==> src/rtl/lfsr_pkg.sv <==
// Shared types and constants for the LFSR burst generator: FSM states,
// feedback-style selectors and reference tap masks.
package lfsr_pkg;

    typedef enum logic {IDLE = 1'b0, RUN = 1'b1} state_t;

    localparam int LFSR_FIB = 0;
    localparam int LFSR_GAL = 1;

    // Maximal-length masks; bit i set means state bit i feeds back.
    localparam logic [7:0]  TAPS_W8  = 8'hB8;
    localparam logic [15:0] TAPS_W16 = 16'hC410;
    localparam logic [31:0] TAPS_W32 = 32'h8020_0003;

endpackage

==> src/rtl/lfsr_step.sv <==
// Combinational single-step next-state function, Fibonacci or Galois.
module lfsr_step
    import lfsr_pkg::*;
#(
    parameter int               WIDTH = 16,
    parameter logic [WIDTH-1:0] TAPS  = WIDTH'(TAPS_W16),
    parameter int               MODE  = LFSR_FIB
) (
    input  logic [WIDTH-1:0] cur,
    output logic [WIDTH-1:0] nxt
);

    generate
        if (MODE == LFSR_GAL) begin : g_galois
            assign nxt = {cur[WIDTH-2:0], 1'b0} ^ (cur[WIDTH-1] ? TAPS : '0);
        end else begin : g_fib
            assign nxt = {cur[WIDTH-2:0], ^(cur & TAPS)};
        end
    endgenerate

endmodule

==> src/rtl/lfsr_burst_gen.sv <==
// Burst pattern generator: one command emits burst_len LFSR words on a
// valid/ready stream, with runtime reseed and zero-seed substitution.
module lfsr_burst_gen
    import lfsr_pkg::*;
#(
    parameter int               WIDTH = 16,
    parameter logic [WIDTH-1:0] TAPS  = WIDTH'(TAPS_W16),
    parameter logic [WIDTH-1:0] SEED  = WIDTH'(16'hAAAA),
    parameter int               MODE  = LFSR_FIB,
    parameter int               CNT_W = 8
) (
    input  logic             clk,
    input  logic             rst_n,
    input  logic             gen_cmd,
    input  logic [CNT_W-1:0] burst_len,
    input  logic             seed_load,
    input  logic [WIDTH-1:0] seed_val,
    input  logic             dout_ready,
    output logic             dout_valid,
    output logic [WIDTH-1:0] dataout,
    output logic             busy,
    output logic             lockup
);

    state_t           state, state_n;
    logic [WIDTH-1:0] lfsr_q, lfsr_n, load_val, step_in, step_out;
    logic [CNT_W-1:0] rem_q, rem_n;
    logic             valid_n, lockup_n, seed_take;

    // A same-cycle seed load feeds the stepper directly so the first word
    // of a burst is one step past the new seed.
    assign seed_take = (state == IDLE) && seed_load;
    assign load_val  = (seed_val == '0) ? SEED : seed_val;
    assign step_in   = seed_take ? load_val : lfsr_q;

    lfsr_step #(.WIDTH(WIDTH), .TAPS(TAPS), .MODE(MODE)) u_step (
        .cur(step_in),
        .nxt(step_out)
    );

    always_ff @(posedge clk or negedge rst_n) begin
        if (!rst_n) begin
            state      <= IDLE;
            lfsr_q     <= SEED;
            rem_q      <= '0;
            dout_valid <= 1'b0;
            lockup     <= 1'b0;
        end else begin
            state      <= state_n;
            lfsr_q     <= lfsr_n;
            rem_q      <= rem_n;
            dout_valid <= valid_n;
            lockup     <= lockup_n;
        end
    end

    always_comb begin
        state_n  = state;
        lfsr_n   = lfsr_q;
        rem_n    = rem_q;
        valid_n  = dout_valid;
        lockup_n = 1'b0;
        case (state)
            IDLE: begin
                if (seed_load) begin
                    lfsr_n   = load_val;
                    lockup_n = (seed_val == '0);
                end
                if (gen_cmd && (burst_len != '0)) begin
                    lfsr_n  = step_out;
                    rem_n   = burst_len - CNT_W'(1);
                    valid_n = 1'b1;
                    state_n = RUN;
                end
            end
            RUN: begin
                if (dout_valid && dout_ready) begin
                    if (rem_q != '0) begin
                        lfsr_n = step_out;
                        rem_n  = rem_q - CNT_W'(1);
                    end else begin
                        valid_n = 1'b0;
                        state_n = IDLE;
                    end
                end
            end
            default: state_n = IDLE;
        endcase
    end

    assign dataout = lfsr_q;
    assign busy    = (state == RUN);

endmodule

==> config.mk <==
export PLATFORM = sky130hd
export DESIGN_NAME = lfsr_burst_gen
export DESIGN_NICKNAME = d
export VERILOG_FILES = /design/src/rtl/lfsr_pkg.sv /design/src/rtl/lfsr_step.sv /design/src/rtl/lfsr_burst_gen.sv
export SDC_FILE = /design/constraint.sdc
export NUM_CORES = 1
export LEC_CHECK = 0
export ABC_AREA = 1
export BUFFER_PORTS_ARGS = -buffer_cell sky130_fd_sc_hd__buf_2
export CORE_MARGIN = 2
export CORE_UTILIZATION = 30
export CTS_CLUSTER_SIZE = 28
export DETAILED_ROUTE_END_ITERATION = 10
export SYNTH_ARGS = -nofsm -noshare
export SYNTH_HDL_FRONTEND = slang
export SYNTH_SLANG_ARGS = --single-unit
==> constraint.sdc <==
create_clock -name clk -period 4.6 [get_ports clk]
set_input_delay 0.23 -clock clk [delete_from_list [all_inputs] [get_ports clk]]
set_output_delay 0.23 -clock clk [all_outputs]
set_load 0.02 [all_outputs]
Yosys cells after proc, flatten, opt, wreduce, memory -nomap -nowiden
Cells that the tools add are included.

Flip-flop bits (word level): 27. Output and inout bits: 19. Word-level logic and storage cells: 44.

$add $sub $neg: 2. Eq/ne operators: 5. Multiplexer cells: 21. Bitwise operators: 1. Reductions and logical operators: 10.

Operators with widths (number): 16-bit 2-to-1 mux (6); 16-bit one-hot mux with 2 select lines (1); 8-bit 2-to-1 mux (3); 16-bit zero test (1); 8-bit one-hot mux with 2 select lines (1); 8-bit nonzero test (2); 16-bit parity (1); 8-bit by 1-bit subtractor with 8-bit output, second input constant (2); 3-bit AND reduction (3); 1-bit 2-to-1 mux (8); 2-bit by 1-bit != test with 1-bit output, second input constant (3); 1-bit one-hot mux with 2 select lines (2); 1-bit logical AND (3); 3-bit by 2-bit != test with 1-bit output, second input constant (1); 2-bit != test, second input constant (1); 1-bit inverter (1).

Logic depth before layout (Yosys ltp)
Depth after elaboration: 7. Depth in mapped cells: 12. Mapped depth without buffers: 12.

Hierarchy
A second synthesis with hierarchy kept.

Cell total of the unflattened synthesis: 352. Area total of the unflattened synthesis: 2187.1 µm².

By module, submodules not included: lfsr_burst_gen (times used 1, cells each 322, area each 2010.7 µm², sequential area each 685.7 µm²); lfsr_step (times used 1, cells each 30, area each 176.4 µm², sequential area each 0.0 µm²).

Least setup slack after synthesis
OpenSTA, ideal clock, no wires.

Kind: flip-flop to flip-flop. From: register state (netlist: busy). To: register rem_q[6]. Library setup time: 129 ps. Arrival: 1583 ps. Data required time: 4471 ps. Path slack: 2888 ps. Stages on the path, launching flop included: 9. Path buffers: 1. Clock period less this slack: 1712 ps. Path through: dfrtp_1 -> buf_4 -> nand2_1 -> o21ai_0 -> ha_1 -> nand3_1 -> nor3_1 -> xor2_1 -> o21ai_0.

Longest elaborated chain between the ends: 3. Elaborated cells between the ends (all ways): 6. Classes of those cells: 3 x eq/ne; 1 x mux; 1 x bitwise; 1 x reduce/logical.

Ends and longest elaborated chain: from (decl) (RTL line lfsr_burst_gen.sv:25) `state_t state, state_n;`; from (signal assigned) (RTL line lfsr_burst_gen.sv:49) `state <= state_n;`; 1-bit inverter; 2-bit by 1-bit != test with 1-bit output (no line); 3-bit AND reduction (no line); to (signal assigned) (RTL line lfsr_burst_gen.sv:51) `rem_q <= rem_n;`; to (decl) (RTL line lfsr_burst_gen.sv:27) `logic [CNT_W-1:0] rem_q, rem_n;`.

Parallel ways exist; a longest one is shown, timed or not. A chain may end at the register's enable or synchronous reset.

Worst setup path in the final report
From: register state (netlist: busy). To: register lfsr_q[0] (netlist: dataout[0]).

Longest elaborated chain between the ends: 7. Elaborated cells between the ends (all ways): 12. Classes of those cells: 3 x eq/ne; 5 x mux; 1 x bitwise; 3 x reduce/logical.

Ends and longest elaborated chain: 1-bit inverter; 1-bit logical AND (RTL line lfsr_burst_gen.sv:32) `assign seed_take = (state == IDLE) && seed_load;`; 16-bit 2-to-1 mux (RTL line lfsr_burst_gen.sv:34) `assign step_in = seed_take ? load_val : lfsr_q;`; 16-bit parity (RTL line lfsr_step.sv:17) `assign nxt = {cur[WIDTH-2:0], ^(cur & TAPS)};`; 16-bit 2-to-1 mux (RTL line lfsr_burst_gen.sv:78) `if (rem_q != '0) begin`; 16-bit 2-to-1 mux (RTL line lfsr_burst_gen.sv:77) `if (dout_valid && dout_ready) begin`; 16-bit one-hot mux with 2 select lines (RTL line lfsr_burst_gen.sv:63) `case (state)`; to (signal assigned) (RTL line lfsr_burst_gen.sv:50) `lfsr_q <= lfsr_n;`; to (decl) (RTL line lfsr_burst_gen.sv:26) `logic [WIDTH-1:0] lfsr_q, lfsr_n, load_val, step_in, step_out;`.

Parallel ways exist; a longest one is shown, timed or not. The select of a mux whose other input is x is not followed.

==> flow_summary.toml <==
[synth]
ys_ff_latch = 27
yosysSeqAreaShare_pct = 39.68
ys_warn_count = 0
netlist_instances = 249
yosysTopAreaCellShare_pct = 27.52
synth_area_per_cell_sq_um = 6.939
synth-edff-count = 0
ys_top_cells_by_count = "nand2_1, o21ai_0, nor2_1"
async_flop_share_pct = 100.0
yosys.area.top_type = "dfrtp_1"
syn_nets = 279
yosys-top-cells-area = "dfrtp_1, nand2_1, dfstp_2"
synth.most_common_cell = "nand2_1"
synth_area_sq_mm = 0.001728
ys.flop_type = "dfrtp_1"
yosysUniqueCellTypes = 30

[finish]
layout-drive-gt1-share_pct = 22.68
seqCellArea_sq_um = 685.7
multi_input_area_sq_um = 875.8
fin_cells = 363
area_delta_synth_final_pct = 18.54
diodes = 0
nNetsFinal = 322
n_fill_cell = 614

[clocking]
cts_tree = "done"
path_clk_slew_ns = 0.10
cts_resized = 0
insertion_delay_ns = 0.27
h-tree-depth = 1
cts_root_buf = "clkbuf_8"
cts.sinks = 27
cts_buffer_depth = 2
cts_made_buffers = 3
post_cts_buffers = 0

[die]
ios = 48
die_width_um = 79.89
row_count = 27
dieArea_sq_mm = 0.006382
initial_utilization_pct = 31.19
die_y_um = 79.89
core_area_sq_mm = 0.005540

[critical_path]
crit_top_cell = "nand2_1"
critPathTopFamily = "simple AND/OR/NAND/NOR gates"
cp-end-kind = "flop"
critPathLaunchType = "flop"
crit_arrival_ns = 2.88
path_cells = "inv_2 > nand2_1 > inv_1 > o21ai_0 > xnor2_1 > inv_1 > nand2_1 > nand3_1 > nand2_1 > nand2_1"
critPathRequiredTime_ns = 4.77
path_buf_inv = 3
path_class = "reg -> reg"
crit_fanout = 24
slowest_stage = "dfrtp_1"
critPathMaxStageDelay_ns = 0.63

[drt]
viasPerCell = 4.738
drc = 0
final_antenna_net_count = 0
drt-total-wl_mm = 4.605
wl_per_cell_um = 12.69
drt_first_pass_iters = 4
drt_iter0_markers = 106
num_vias = 1720

[power_and_ir_drop]
internal-power_mw = 0.5422
swShare_pct = 40.67
p_leak_nw = 1.092
power.share.clock_pct = 15.0
ir_drop_v = 0.0001622
p_comb_share_pct = 44.0
p_switching_mw = 0.3716
total_power_mw = 0.9138
seq_power_share_pct = 41.0
power_density_mw_per_mm2 = 446.1

[sta]
skew_ns = 0.004731
worstMarginPinSlew_ns = 0.8122
setup_viol = 0
max-slew-margin-rel_pct = 45.73
max_freq_mhz = 369.4
hold_violations = 0
rsz0062_at_grt = "false"
maxSlewViolCount = 0
fin_crit_sh_pct = 58.86
setup-tns-final_ns = 0
period_needed_ns = 2.707

[global_route]
grt_pass1_vias = 1622
grt_overflow_total = 0
grt_max_degree = 28
grt_first_pass_wirelength_mm = 7.714
grt.total_usage_pct = 15.20
antenna_found_initial = 0

[run_status]
status = "finished, final reports clean"

[place]
io_buffers = 47
routabilityCongestion = 0.9115
hpwl_mm = 3.433
place_inst = 358

[flow_run]
drv_cap = 0

[hold_path]
hold_class = "in -> reg"
[repair_timing]
action / CTS / global route
hold buffers: 1 / 0
setup endpoints to repair: 0 / 0
hold endpoints to repair: 19 / 0
[area by class of cell]
class | instances | share of cell area [%]
inverter | 28 | 5.192
clock buffer | 4 | 2.199
sequential | 27 | 33.48
multi-input combinational | 184 | 42.76
timing repair buffer | 48 | 11.97
tap | 72 | 4.398
[cell usage in the layout (no fill, tap or decap), types with 2 or more instances in the layout]
cell type / Yosys / routed
nand2_1: 68 / 68
buf_2: 3 / 47
o21ai_0: 32 / 32
nor2_1: 28 / 28
inv_1: 26 / 26
dfrtp_1: 19 / 19
nand3_1: 13 / 13
a21oi_1: 10 / 10
dfstp_2: 8 / 8
o211ai_1: 6 / 6
or2_2: 4 / 4
o21ai_1: 4 / 4
xor2_1: 3 / 3
clkbuf_8: 0 / 3
nand4_1: 2 / 2
nor3_1: 2 / 2
o22ai_1: 2 / 2
xnor2_1: 2 / 2
[power groups by stage]
stage	Combinational (mW)	Sequential, mW	Clock, mW
global route	0.463	0.388	0.154
floorplan	0.232	0.429	0
finish	0.402	0.375	0.137
CTS	0.405	0.376	0.144
global placement	0.401	0.381	0
detailed placement	0.401	0.381	0
[flip-flops by register name, indices dropped and copies added, names as in the netlist]
name        flops
dataout        16
rem_q           8
dout_valid      1
lockup          1
busy            1
[through the flow]
step	hold slack (ns)	setup slack, ns	area [sq um]	util, %
2_1_floorplan	-0.06559	2.888	1728	-
3_3_place_gp	0.2758	1.996	1993	35.98
3_5_place_dp	0.2858	1.949	1993	35.98
4_1_cts	0.2406	1.930	2048	36.97
5_1_grt	0.2457	1.568	2048	36.97
6_report	0.2454	1.893	2048	36.97
[kinds of logic after synthesis]
family	after synthesis	share of synthesized area [%]
multiplexers	1	0.5793
adder cells (fa/ha/maj)	1	0.7240
buffers and inverters	38	9.630
AO/OA/AOI/OAI	57	17.89
AND/OR/NAND/NOR	120	28.96
flip-flops	27	39.68
XOR/XNOR	5	2.535
[worst min-delay path, stage by stage]
cell and delay [ns]:
buf_2 0.09, nand2_1 0.08, o21ai_0 0.07
[worst paths after layout]
kind | to | startpoint | cells after the start | slack [ns]
worst max-delay path | dataout[0]$_DFFE_PN0P_ | busy$_DFF_PN0_ | 10 | 1.89
worst min-delay path | dout_valid$_DFFE_PN0P_ | gen_cmd | 3 | 0.25
worst max register to register | dataout[0]$_DFFE_PN0P_ | busy$_DFF_PN0_ | 10 | 1.89
worst min register to register | dataout[3]$_DFFE_PN1P_ | dataout[3]$_DFFE_PN1P_ | 2 | 0.49
max in group asynchronous | rem_q[6]$_DFFE_PN0P_ | rst_n | 2 | 3.71
min in group asynchronous | dout_valid$_DFFE_PN0P_ | rst_n | 2 | 0.50
[layer usage]
layer	up-vias	part of all wire (%)	track usage [%]	wire, um
li1	890	-	-	-
met1	782	51	21.88	2351
met2	46	43	23.58	1981
met3	2	5.1	2.376	236
met4	0	0.78	4.068	36
met5	-	0	0	0
Power figures use the tool's default switching activity.
